--- src/rtl/mem_arbiter_if.sv ---
// Bus bundle for mem_arbiter: fetch port, data port and the shared
// single-port memory side. The arbiter uses the slave view; the
// requesters/memory environment use the master view.
interface mem_arbiter_if #(
    parameter int ADDR_W = 7,
    parameter int DATA_W = 32
);
    // fetch port
    logic              if_req;
    logic [ADDR_W-1:0] if_addr;
    logic              if_gnt;
    logic              if_rvalid;
    logic [DATA_W-1:0] if_rdata;
    // data port
    logic              d_req;
    logic              d_we;
    logic [ADDR_W-1:0] d_addr;
    logic [DATA_W-1:0] d_wdata;
    logic              d_gnt;
    logic              d_rvalid;
    logic [DATA_W-1:0] d_rdata;
    // shared memory
    logic              mem_en;
    logic              mem_we;
    logic [ADDR_W-1:0] mem_addr;
    logic [DATA_W-1:0] mem_wdata;
    logic [DATA_W-1:0] mem_rdata;
    // pipeline freeze
    logic              stall;

    modport slave (
        input  if_req, if_addr, d_req, d_we, d_addr, d_wdata, mem_rdata,
        output if_gnt, if_rvalid, if_rdata, d_gnt, d_rvalid, d_rdata,
               mem_en, mem_we, mem_addr, mem_wdata, stall
    );

    modport master (
        output if_req, if_addr, d_req, d_we, d_addr, d_wdata, mem_rdata,
        input  if_gnt, if_rvalid, if_rdata, d_gnt, d_rvalid, d_rdata,
               mem_en, mem_we, mem_addr, mem_wdata, stall
    );
endinterface

--- src/rtl/mem_arbiter.sv ---
// mem_arbiter: shares one single-port memory between an instruction
// fetch port and a data (lw/sw) port. Arbitration is combinational,
// reads return after exactly one cycle.
// Default build: data wins contention, a starvation counter forces a
// fetch win after STARVE_MAX consecutive denied fetch cycles.
// Optional macro MEM_ARB_RR_EN: round-robin on contention instead
// (fetch wins the first contention after reset), no starvation counter.
module mem_arbiter #(
    parameter int ADDR_W     = 7,
    parameter int DATA_W     = 32,
    parameter int STARVE_MAX = 3
) (
    input  logic          clka,
    input  logic          rst_n,
    mem_arbiter_if.slave  bus
);

    typedef enum logic [1:0] {
        IDLE  = 2'd0,
        RD_IF = 2'd1,
        RD_D  = 2'd2
    } state_t;

    state_t            state;
    state_t            state_next;
    logic              if_gnt;
    logic              d_gnt;
    logic              if_wins;
    logic              mem_en;
    logic              mem_we;
    logic [ADDR_W-1:0] mem_addr;
    logic [DATA_W-1:0] mem_wdata;
    logic [DATA_W-1:0] if_rdata_hold;
    logic [DATA_W-1:0] d_rdata_hold;
    logic              if_rvalid;
    logic              d_rvalid;

`ifdef MEM_ARB_RR_EN
    // 1 when the data port held the most recent grant; starts at 1 so
    // fetch takes the first contention after reset.
    logic last_d;

    // Remember which port was granted last.
    always_ff @(posedge clka) begin
        if (!rst_n) begin
            last_d <= 1'b1;
        end else if (if_gnt) begin
            last_d <= 1'b0;
        end else if (d_gnt) begin
            last_d <= 1'b1;
        end
    end

    assign if_wins = last_d;
`else
    localparam int CNT_W = (STARVE_MAX < 1) ? 1 : $clog2(STARVE_MAX + 1);
    localparam logic [CNT_W-1:0] STARVE_LIM = CNT_W'(STARVE_MAX);

    logic [CNT_W-1:0] starve_cnt;

    // Count consecutive cycles fetch is kept waiting, saturating at the limit.
    always_ff @(posedge clka) begin
        if (!rst_n || !bus.if_req || if_gnt) begin
            starve_cnt <= '0;
        end else if (starve_cnt != STARVE_LIM) begin
            starve_cnt <= starve_cnt + CNT_W'(1);
        end
    end

    assign if_wins = (starve_cnt == STARVE_LIM);
`endif

    // Pick at most one requesting port; nothing is granted while in reset.
    always_comb begin
        if_gnt = 1'b0;
        d_gnt  = 1'b0;
        if (rst_n) begin
            if (bus.if_req && bus.d_req) begin
                if (if_wins) begin
                    if_gnt = 1'b1;
                end else begin
                    d_gnt = 1'b1;
                end
            end else if (bus.if_req) begin
                if_gnt = 1'b1;
            end else if (bus.d_req) begin
                d_gnt = 1'b1;
            end
        end
    end

    // Steer the winner onto the memory and choose which read returns next.
    always_comb begin
        state_next = IDLE;
        mem_en     = 1'b0;
        mem_we     = 1'b0;
        mem_addr   = '0;
        mem_wdata  = '0;
        if (if_gnt) begin
            mem_en     = 1'b1;
            mem_addr   = bus.if_addr;
            state_next = RD_IF;
        end else if (d_gnt) begin
            mem_en     = 1'b1;
            mem_we     = bus.d_we;
            mem_addr   = bus.d_addr;
            mem_wdata  = bus.d_wdata;
            state_next = bus.d_we ? IDLE : RD_D;
        end
    end

    // Track which port owns the read data arriving next cycle.
    always_ff @(posedge clka) begin
        if (!rst_n) begin
            state <= IDLE;
        end else begin
            state <= state_next;
        end
    end

    // Keep the last delivered word per port so rdata holds between reads.
    always_ff @(posedge clka) begin
        if (!rst_n) begin
            if_rdata_hold <= '0;
            d_rdata_hold  <= '0;
        end else begin
            if (state == RD_IF) begin
                if_rdata_hold <= bus.mem_rdata;
            end
            if (state == RD_D) begin
                d_rdata_hold <= bus.mem_rdata;
            end
        end
    end

    // A read in flight when reset asserts is dropped, never reported valid.
    assign if_rvalid = rst_n && (state == RD_IF);
    assign d_rvalid  = rst_n && (state == RD_D);

    assign bus.if_gnt    = if_gnt;
    assign bus.d_gnt     = d_gnt;
    assign bus.if_rvalid = if_rvalid;
    assign bus.d_rvalid  = d_rvalid;
    assign bus.if_rdata  = if_rvalid ? bus.mem_rdata : if_rdata_hold;
    assign bus.d_rdata   = d_rvalid  ? bus.mem_rdata : d_rdata_hold;
    assign bus.mem_en    = mem_en;
    assign bus.mem_we    = mem_we;
    assign bus.mem_addr  = mem_addr;
    assign bus.mem_wdata = mem_wdata;
    assign bus.stall     = bus.if_req && !if_gnt;

endmodule

--- src/flat_wrapper.sv ---
// flat-port wrapper written by rule: the top's interface ports become plain ports
module mem_arbiter_flat 
#(
    parameter int ADDR_W     = 7,
    parameter int DATA_W     = 32,
    parameter int STARVE_MAX = 3
)
  (clka, rst_n, bus_if_req, bus_if_addr, bus_d_req, bus_d_we, bus_d_addr, bus_d_wdata, bus_mem_rdata, bus_if_gnt, bus_if_rvalid, bus_if_rdata, bus_d_gnt, bus_d_rvalid, bus_d_rdata, bus_mem_en, bus_mem_we, bus_mem_addr, bus_mem_wdata, bus_stall);
  mem_arbiter_if #(.ADDR_W(ADDR_W), .DATA_W(DATA_W)) bus_i ();
  input  logic clka;
  input  logic rst_n;
  input wire logic [$bits(bus_i.if_req)-1:0] bus_if_req;
  input wire logic [$bits(bus_i.if_addr)-1:0] bus_if_addr;
  input wire logic [$bits(bus_i.d_req)-1:0] bus_d_req;
  input wire logic [$bits(bus_i.d_we)-1:0] bus_d_we;
  input wire logic [$bits(bus_i.d_addr)-1:0] bus_d_addr;
  input wire logic [$bits(bus_i.d_wdata)-1:0] bus_d_wdata;
  input wire logic [$bits(bus_i.mem_rdata)-1:0] bus_mem_rdata;
  output wire logic [$bits(bus_i.if_gnt)-1:0] bus_if_gnt;
  output wire logic [$bits(bus_i.if_rvalid)-1:0] bus_if_rvalid;
  output wire logic [$bits(bus_i.if_rdata)-1:0] bus_if_rdata;
  output wire logic [$bits(bus_i.d_gnt)-1:0] bus_d_gnt;
  output wire logic [$bits(bus_i.d_rvalid)-1:0] bus_d_rvalid;
  output wire logic [$bits(bus_i.d_rdata)-1:0] bus_d_rdata;
  output wire logic [$bits(bus_i.mem_en)-1:0] bus_mem_en;
  output wire logic [$bits(bus_i.mem_we)-1:0] bus_mem_we;
  output wire logic [$bits(bus_i.mem_addr)-1:0] bus_mem_addr;
  output wire logic [$bits(bus_i.mem_wdata)-1:0] bus_mem_wdata;
  output wire logic [$bits(bus_i.stall)-1:0] bus_stall;
  assign bus_i.if_req = bus_if_req;
  assign bus_i.if_addr = bus_if_addr;
  assign bus_i.d_req = bus_d_req;
  assign bus_i.d_we = bus_d_we;
  assign bus_i.d_addr = bus_d_addr;
  assign bus_i.d_wdata = bus_d_wdata;
  assign bus_i.mem_rdata = bus_mem_rdata;
  assign bus_if_gnt = bus_i.if_gnt;
  assign bus_if_rvalid = bus_i.if_rvalid;
  assign bus_if_rdata = bus_i.if_rdata;
  assign bus_d_gnt = bus_i.d_gnt;
  assign bus_d_rvalid = bus_i.d_rvalid;
  assign bus_d_rdata = bus_i.d_rdata;
  assign bus_mem_en = bus_i.mem_en;
  assign bus_mem_we = bus_i.mem_we;
  assign bus_mem_addr = bus_i.mem_addr;
  assign bus_mem_wdata = bus_i.mem_wdata;
  assign bus_stall = bus_i.stall;
  mem_arbiter #(.ADDR_W(ADDR_W), .DATA_W(DATA_W), .STARVE_MAX(STARVE_MAX)) u_core (.clka(clka), .rst_n(rst_n), .bus(bus_i));
endmodule
--- config.mk ---
export PLATFORM = sky130hd
export DESIGN_NAME = mem_arbiter_flat
export DESIGN_NICKNAME = d
export VERILOG_FILES = /design/src/rtl/mem_arbiter_if.sv /design/src/rtl/mem_arbiter.sv /design/src/flat_wrapper.sv
export SDC_FILE = /design/constraint.sdc
export NUM_CORES = 1
export LEC_CHECK = 0
export CAP_MARGIN = 30
export CORE_AREA = 2 2 99 101
export CTS_CLUSTER_DIAMETER = 40
export DETAILED_ROUTE_END_ITERATION = 6
export DIE_AREA = 0 0 101 103
export PLACE_DENSITY = 0.84
export SLEW_MARGIN = 20
export SYNTH_ARGS = -nofsm -noshare
export SYNTH_HDL_FRONTEND = slang
export SYNTH_SLANG_ARGS = --single-unit
--- constraint.sdc ---
create_clock -name clka -period 2.33 [get_ports clka]
set_input_delay 0.466 -clock clka [delete_from_list [all_inputs] [get_ports clka]]
set_output_delay 0.466 -clock clka [all_outputs]
set_load 0.02 [all_outputs]
==> results of run 1 <==
## sequential cells by signal, summed over array words and instances, names as in the netlist
name and count:
u_core.d_rdata_hold 32, u_core.starve_cnt 2, u_core.if_rdata_hold 32, u_core.state 2
## cells in the mapped netlist (all sizes together)
library cell   n
nor4b          1
nor3b         33
nor2b          3
and2           1
nor4           1
nor2           3
ha             2
inv           75
nor3           1
a21bo         64
clkbuf         7
dfxtp         68
o32ai          7
buf           46
nand3          7
nand3b         2
nand2          2
o31ai         64
o21a           2
nand4b        64
o22ai          1
## kinds of logic (layout without fill, tap and decap cells)
| family | after synthesis | in the layout | share of synthesized area (%) |
|---|---|---|---|
| AO/OA/AOI/OAI | 138 | 138 | 29.5 |
| adder cells (fa/ha/maj) | 2 | 2 | 0.612 |
| buffers and inverters | 128 | 325 | 13.6 |
| flip-flops | 68 | 68 | 33.3 |
| AND/OR/NAND/NOR | 118 | 118 | 23.0 |
## power by group
| group | total [mW] | internal (mW) | leakage (nW) | switching, mW |
|---|---|---|---|---|
| clock | 1.18 | 0.711 | 0.109 | 0.471 |
| sequential | 1.23 | 1.20 | 0.553 | 0.0246 |
| combinational | 0.696 | 0.348 | 2.22 | 0.348 |
| total | 3.10 | 2.26 | 2.89 | 0.843 |
## per-stage QoR
step	instance area, um2	std cells
6_report	6330	765
5_1_grt	6330	765
4_1_cts	6500	765
3_5_place_dp	6350	749
3_3_place_gp	6350	749
2_1_floorplan	4090	454
## final cells by class
| class | count | area, um2 |
|---|---|---|
| sequential | 68 | 1370 |
| multi-input combinational | 258 | 2190 |
| timing repair buffer | 234 | 2110 |
| tap | 114 | 143 |
| clock inverter | 6 | 113 |
| inverter | 75 | 282 |
| clock buffer | 10 | 128 |
| fill | 804 | 3130 |
## worst reg2reg max path, cell delays in order, from the launching register on
cell and delay (ns):
dfxtp_4 0.41, buf_12 0.21, nor2b_4 0.41, buf_4 0.35, o31ai_1 0.12
## layer usage
layer / vias to the layer above / routed length, um / GRT usage, %
li1: 2028 / - / -
met1: 2060 / 5250 / 28.4
met2: 187 / 6850 / 46.8
met3: 38 / 1060 / 7.05
met4: 0 / 387 / 10.9
met5: - / 0 / 0
## worst min-delay path by stage
| stage | start | end |
|---|---|---|
| 2_1_floorplan | u_core.starve_cnt[0] | u_core.starve_cnt[0] |
| 3_3_place_gp | u_core.starve_cnt[0] | u_core.starve_cnt[0] |
| 3_5_place_dp | u_core.d_rdata_hold[20] | u_core.d_rdata_hold[20] |
| 4_1_cts | u_core.d_rdata_hold[20] | u_core.d_rdata_hold[20] |
| 5_1_grt | u_core.d_rdata_hold[14] | u_core.d_rdata_hold[14] |
| 6_report | u_core.d_rdata_hold[20] | u_core.d_rdata_hold[20] |
## repair_timing
item	4_1_cts	5_1_grt
setup endpoints to repair	108	40
gates resized for setup	204	61
buffers inserted	0	0
hold endpoints to repair	0	0
==> run_results.csv, run 1 <==
group,metric,value,unit
outcome,status,"complete, no violations",
timing,tightest_slew,0.758,ns
route,dr.pass1.iters,6,
setup_path,start_kind,"primary input",
logic_synthesis,syn_area,0.00409,mm2
route,vias,4313,
route,post_drt_wl_per_cell,17.7,um
pwr,p_per_area,490,mW/mm2
die,die_area,0.0104,mm2
setup_path,cp_cell_sequence,"clkdlybuf4s50_1 -> nand2_2 -> buf_4 -> o22ai_1 -> dlygate4sd2_1",
route,routed_via_density,5.64,
place,pre_cts_ws,-0.357,ns
die,num_rows,36,
setup_path,worst_ep_required_time,1.86,ns
global_routing,grt_pass1_vias,4354,
place,dp_hpwl,9670,um
logic_synthesis,syn_nets,539,
global_routing,grt_max_degree,65,
hold_path,min_path_cells,2,
layout,layout_commonest_cell,"clkdlybuf4s50_1",
route,wl,13500,um
hold_path,hp-class,"register to register",
timing,tns,0,ns
place,io_buffers,192,
route,route.detailed.drc,0,
die,die_w,101,um
setup_path,r2r_slack,0.68,ns
timing,post-route-period-util,96.3,%
clock_network,cts_root_buf,"clkbuf_8",
logic_synthesis,yosys_warnings,0,
route,first_iter_violations,230,
global_routing,grt_pass1_wl,21200,um
setup_path,critPathCapture,"bus_mem_en",
clock_network,numCtsBuffers,9,
logic_synthesis,syn_avg_cell_area,9.00,um2
setup_path,cp-end-kind,"output pin",
timing,fmax,446,MHz
pwr,p_total,3.10,mW
clock_network,clock_path_buffers,2,
pwr,peakVddDrop,311,uV
logic_synthesis,ys_types,26,
setup_path,cp_top_family,"buffers and inverters",
clock_network,clock-sinks,68,
timing,period_needed,2.24,ns
setup_path,worst-path-buf-inv,3,
timing,hold_ws,0.465,ns
clock_network,clkTransAtPathRegs,0.07,ns
timing,fin_ws,0.0857,ns
route,ant_nets,0,
logic_synthesis,synth_area_leaders,"dfxtp_1 33%, a21bo_2 15%, nand4b_1 14%",
setup_path,ff2ff_path_depth,4,
timing,finalHoldViolations,0,
die,ios,193,
place,gp_congestion,0.874,
setup_path,crit_start,"bus_if_req",
logic_synthesis,yosysSeqAreaShare,33.3,%
clock_network,cts_hold_buf,0,
setup_path,cp_num_cells,5,
global_routing,antenna_found_initial,0,
die,initial_core_util,43.2,%
timing,fin_skew,0.00819,ns
die,core_area,0.00946,mm2
setup_path,worstPathMaxFanout,8,
layout,antenna_cells,0,
die,die_y,103,um
layout,area_growth,55.0,%
clock_network,htreeDepth,3,
pwr,p_leak,2.89,nW
layout,layout_common_cells,"82 x clkdlybuf4s50_1, 74 x inv_1, 67 x dlygate4sd2_1, 66 x dfxtp_1",
logic_synthesis,synth.ff_latch_count,68,
timing,rsz0062_at_grt,"false",
clock_network,cts_tree,"done",
setup_path,crit_arrival,1.78,ns
timing,slew_headroom,49.4,%
job,maxCapViolations,0,
setup_path,reg2reg_to,"u_core.if_rdata_hold[8]",
timing,maxSlewViolCount,0,
timing,setup_viol,0,
layout,nets,731,
layout,layout-drive-gt1-share,26.1,%
global_routing,grt.total_usage,25.8,%
logic_synthesis,synth_top_cell_area_share,33.3,%
global_routing,grt_overflow,0,
setup_path,max_stage_delay,0.52,ns
layout,utilization,66.9,%
setup_path,path_class,"primary input to output pin",
clock_network,clk_latency,0.35,ns
setup_path,slowest_stage,"clkdlybuf4s50_1",
logic_synthesis,synth_top_area_cell,"dfxtp_1",
setup_path,r2r_start,"u_core.state[0]",
logic_synthesis,syn_inst,454,
Power figures use the tool's default switching activity.
==> run 2, diff against run 1 <==
--- a/config.mk
+++ b/config.mk
@@ -7,10 +7,9 @@
 export LEC_CHECK = 0
 export CAP_MARGIN = 30
 export CORE_AREA = 2 2 99 101
-export CTS_CLUSTER_DIAMETER = 40
 export DETAILED_ROUTE_END_ITERATION = 6
 export DIE_AREA = 0 0 101 103
-export PLACE_DENSITY = 0.84
+export PLACE_DENSITY = 0.88
 export SLEW_MARGIN = 20
 export SYNTH_ARGS = -nofsm -noshare
 export SYNTH_HDL_FRONTEND = slang
==> run 2 against run 1 <==
  * First-iteration DRC count down 25%
  * Worst setup slack worse by 0.0095 ns
  * Clock power is 8% lower
  * Largest cell class unchanged
==> run_results.csv, run 2 (same netlist as run 1, synthesis figures left out) <==
group,metric,value,unit
pwr,p_leak,2.88,nW
global_routing,grt_max_degree,65,
layout,post-route-cell-area,0.00629,mm2
pwr,power.share.clock,36.3,%
setup_path,worstPathMaxFanout,10,
layout,top_regs,"u_core.d_rdata_hold x32, u_core.if_rdata_hold x32",
route,wl,13400,um
global_routing,antenna_found_initial,0,
layout,area_growth,54.1,%
global_routing,grt_pass1_vias,4346,
timing,rsz0062_at_grt,"false",
timing,tightest_slew,0.863,ns
clock_network,numCtsBuffers,9,
place,io_buffers,192,
die,num_rows,36,
place,dp_hpwl,9580,um
clock_network,clock_path_buffers,2,
setup_path,cp-end-kind,"output pin",
place,dp.cells,753,
pwr,p_total,3.00,mW
timing,finalHoldViolations,0,
layout,fin_cells,770,
route,routed_via_density,5.54,
layout,antenna_cells,0,
setup_path,path_class,"primary input to output pin",
pwr,peakVddDrop,316,uV
timing,fmax,444,MHz
route,post_drt_wl_per_cell,17.4,um
layout,layout_common_cells,"81 x clkdlybuf4s50_1, 74 x inv_1, 68 x dlygate4sd2_1, 66 x dfxtp_1",
global_routing,grt_overflow,0,
layout,layout_commonest_cell,"clkdlybuf4s50_1",
hold_path,min_path_cells,2,
clock_network,clk_latency,0.34,ns
layout,layout-drive-gt1-share,27.0,%
die,initial_core_util,43.2,%
timing,post-route-period-util,96.7,%
hold_path,hp-class,"register to register",
die,die_w,101,um
pwr,p_seq_share,40.8,%
timing,maxSlewViolCount,0,
route,vias,4269,
place,gp_congestion,0.806,
clock_network,htreeDepth,3,
timing,fin_skew,0.00874,ns
route,route.detailed.drc,0,
timing,fin_ws,0.0762,ns
setup_path,start_kind,"primary input",
global_routing,grt.total_usage,25.6,%
pwr,power.combinational.fraction,22.9,%
global_routing,grt_pass1_wl,21100,um
layout,nets,736,
route,ant_nets,0,
die,core_area,0.00946,mm2
pwr,swShare,27.6,%
clock_network,clock-sinks,68,
place,pre_cts_ws,-0.327,ns
pwr,internal-power,2.18,mW
setup_path,ff2ff_path_depth,3,
setup_path,crit_arrival,1.79,ns
clock_network,cts_tree,"done",
timing,period_needed,2.25,ns
outcome,status,"complete, no violations",
clock_network,cts_hold_buf,0,
setup_path,worst_ep_required_time,1.86,ns
die,ios,193,
job,maxCapViolations,0,
layout,fillers,817,
route,first_iter_violations,173,
die,die_area,0.0104,mm2
clock_network,cts_root_buf,"clkbuf_8",
clock_network,clkTransAtPathRegs,0.07,ns
timing,setup_viol,0,
timing,slew_headroom,42.3,%
pwr,switching_power,0.827,mW
route,dr.pass1.iters,5,
place,place_area,0.00633,mm2
pwr,p_per_area,477,mW/mm2
die,die_y,103,um
==> run 2: metrics by stage <==
step | util (%) | TNS, ns | hold WS [ns]
floorplan | - | 0 | 0.433
global placement | 66.9 | -11.44 | 0.440
detailed placement | 66.9 | -13.63 | 0.453
CTS | 68.6 | 0 | 0.469
global route | 66.5 | 0 | 0.493
finish | 66.5 | 0 | 0.468
==> run 2: path summary, 6_finish.rpt <==
path	to	start	slack, ns
worst min register to register	u_core.if_rdata_hold[21]	u_core.if_rdata_hold[21]	0.47
worst min-delay path	u_core.if_rdata_hold[21]	u_core.if_rdata_hold[21]	0.47
worst max register to register	u_core.if_rdata_hold[26]	u_core.state[0]	0.75
worst max-delay path	bus_mem_en	bus_if_req	0.08
==> run 2: final cells by class <==
class | count | area (um2) | share of cell area [%]
multi-input cells | 258 | 2200 | 34.9
repair buffers | 239 | 2090 | 33.2
flip-flops and latches | 68 | 1370 | 21.7
inverters | 75 | 282 | 4.47
clock buffers | 12 | 145 | 2.31
well taps | 114 | 143 | 2.27
clock inverters | 4 | 72.6 | 1.15
==> run 2: repair_timing <==
item / 4_1_cts / 5_1_grt
endpoints found under the setup margin: 108 / 45
setup buffers: 0 / 1
gates resized for setup: 214 / 53
gates cloned: 0 / 0
pin swaps: 0 / 0
==> run 2: power groups by stage <==
stage | sequential, mW | clock [mW] | combinational [mW]
after global placement | 1.25 | 0 | 0.741
final | 1.23 | 1.09 | 0.689
after detailed placement | 1.25 | 0 | 0.749
after CTS | 1.23 | 1.11 | 0.701
after floorplan | 1.24 | 0 | 0.361
after global routing | 1.23 | 1.17 | 0.732
==> run 2: worst max-delay path, cell delays in order <==
cell and delay, ns:
clkdlybuf4s50_1 0.53, nand2_2 0.15, o22ai_1 0.26, dlygate4sd2_1 0.38
==> run 2: metal layers <==
metal / GRT usage, % / vias up / share of wire (%)
met5: 0 / - / 0
met4: 9.25 / 0 / 2.5
met3: 6.64 / 28 / 6.5
met2: 46.2 / 180 / 51
met1: 29.2 / 2023 / 40
li1: - / 2038 / -
==> run 3, diff against run 2 <==
--- a/config.mk
+++ b/config.mk
@@ -9,8 +9,9 @@
 export CORE_AREA = 2 2 99 101
 export DETAILED_ROUTE_END_ITERATION = 6
 export DIE_AREA = 0 0 101 103
-export PLACE_DENSITY = 0.88
+export PLACE_DENSITY = 0.85
 export SLEW_MARGIN = 20
 export SYNTH_ARGS = -nofsm -noshare
 export SYNTH_HDL_FRONTEND = slang
 export SYNTH_SLANG_ARGS = --single-unit
+export TNS_END_PERCENT = 50
==> run 3 against run 2 <==
  * Wire length decreased by 0.87%
  * First-iteration DRC count is 16% higher
  * Design area is the same
  * Highest routed layer unchanged
==> run_results.csv, run 3 (same netlist as run 1, synthesis figures left out) <==
group,metric,value,unit
clock_network,clk_latency,0.35,ns
place,gp_congestion,0.899,
layout,area_growth,54.1,%
place,dp_hpwl,9580,um
clock_network,cts_hold_buf,0,
clock_network,clkTransAtPathRegs,0.07,ns
setup_path,crit_arrival,1.76,ns
global_routing,grt_max_degree,65,
timing,hold_ws,0.469,ns
timing,setup_viol,0,
route,dr.pass1.iters,5,
global_routing,grt_overflow,0,
pwr,p_leak,2.87,nW
layout,antenna_cells,0,
job,maxCapViolations,0,
global_routing,antenna_found_initial,0,
timing,finalHoldViolations,0,
layout,top_regs,"u_core.d_rdata_hold x32, u_core.if_rdata_hold x32",
timing,fmax,449,MHz
setup_path,worstPathMaxFanout,12,
setup_path,worst_ep_required_time,1.86,ns
layout,utilization,66.5,%
die,die_area,0.0104,mm2
die,core_area,0.00946,mm2
die,die_y,103,um
hold_path,hp-class,"register to register",
route,wl_met3,908,um
clock_network,clock_path_buffers,2,
route,first_iter_violations,201,
route,wl,13300,um
die,num_rows,36,
timing,slew_headroom,49.5,%
global_routing,grt_pass1_vias,4289,
route,post_drt_wl_per_cell,17.3,um
route,vias,4238,
timing,post-route-period-util,95.5,%
route,wl_met1,5260,um
route,dr_wl_met2,6770,um
route,highest-signal-layer,"met4",
layout,layout_commonest_cell,"clkdlybuf4s50_1",
clock_network,numCtsBuffers,9,
setup_path,path_class,"register to output pin",
die,ios,193,
global_routing,grt.total_usage,24.8,%
timing,period_needed,2.23,ns
route,ant_nets,0,
die,die_w,101,um
timing,tightest_slew,0.758,ns
layout,nets,734,
layout,layout_common_cells,"82 x clkdlybuf4s50_1, 74 x inv_1, 66 x dlygate4sd2_1, 66 x dfxtp_1",
setup_path,cp-end-kind,"output pin",
die,initial_core_util,43.2,%
timing,fin_skew,0.00857,ns
clock_network,htreeDepth,3,
setup_path,start_kind,"register",
clock_network,clock-sinks,68,
global_routing,grt_pass1_wl,20400,um
timing,rsz0062_at_grt,"false",
route,routed_via_density,5.52,
pwr,p_per_area,462,mW/mm2
timing,maxSlewViolCount,0,
outcome,status,"complete, no violations",
layout,layout-drive-gt1-share,27.1,%
clock_network,cts_root_buf,"clkbuf_8",
route,route.detailed.drc,0,
pwr,peakVddDrop,228,uV
clock_network,cts_tree,"done",
place,io_buffers,192,
==> run 3: changes by cell type in the layout (fill, tap and decap cells not counted), sizes merged <==
cell,before,now
clkdlybuf4s50,81,82
bufinv,2,1
dlygate4sd2,68,66
buf,82,67
dlymetal6s2s,0,1
inv,75,77
clkbuf,20,29
clkdlybuf4s15,0,1
clkinvlp,1,3
==> run 3: what timing repair did <==
item / in CTS / in global routing
setup endpoints to repair: 107 / 41
buffers inserted: 0 / 0
cloned: 0 / 0
pin swaps: 0 / 0
gates resized for setup: 185 / 69
==> run 3: report_power, final <==
group	switching, mW	internal (mW)	leakage, nW	total, mW
Clock	0.492	0.499	0.0923	0.992
Sequential	0.0247	1.20	0.553	1.23
Combinational	0.345	0.345	2.22	0.690
==> run 3: path summary, 6_finish.rpt <==
check	from	endpoint	slack [ns]	cells past startpoint
worst max-delay path	u_core.state[1]	bus_if_rvalid	0.10	4
worst max register to register	u_core.state[1]	u_core.d_rdata_hold[12]	1.04	4
worst min-delay path	u_core.d_rdata_hold[20]	u_core.d_rdata_hold[20]	0.47	2
worst min register to register	u_core.d_rdata_hold[20]	u_core.d_rdata_hold[20]	0.47	2
==> run 3: layer usage <==
layer | global-route usage [%] | up-vias
li1 | - | 2033
met1 | 26.9 | 2012
met2 | 45.5 | 169
met3 | 6.64 | 24
met4 | 10.7 | 0
met5 | 0 | -
==> run 3: through the flow <==
stage          cell area (um2)  instances  setup WS (ns)  setup TNS (ns)  total power, mW
2_1_floorplan             4090        454          0.325               0             1.60
3_3_place_gp              6350        752         -0.244          -10.31             2.00
3_5_place_dp              6350        752         -0.383          -12.64             2.01
4_1_cts                   6480        768       -0.00235        -0.00258             2.94
5_1_grt                   6290        768         0.0106               0             3.02
6_report                  6290        768          0.104               0             2.91
==> run 3: layout make-up <==
class / instances / area (um2)
Clock inverter: 7 / 75.1
Inverter: 75 / 282
Sequential cell: 68 / 1360
Fill cell: 784 / 3160
Tap cell: 114 / 143
Clock buffer: 9 / 124
Multi-Input combinational cell: 258 / 2190
Timing Repair Buffer: 237 / 2110
==> run 3: critical path: stages (launching register included) <==
cell and delay [ns]:
dfxtp_2 0.37, nand3b_4 0.20, buf_4 0.20, inv_1 0.06, clkdlybuf4s50_1 0.59
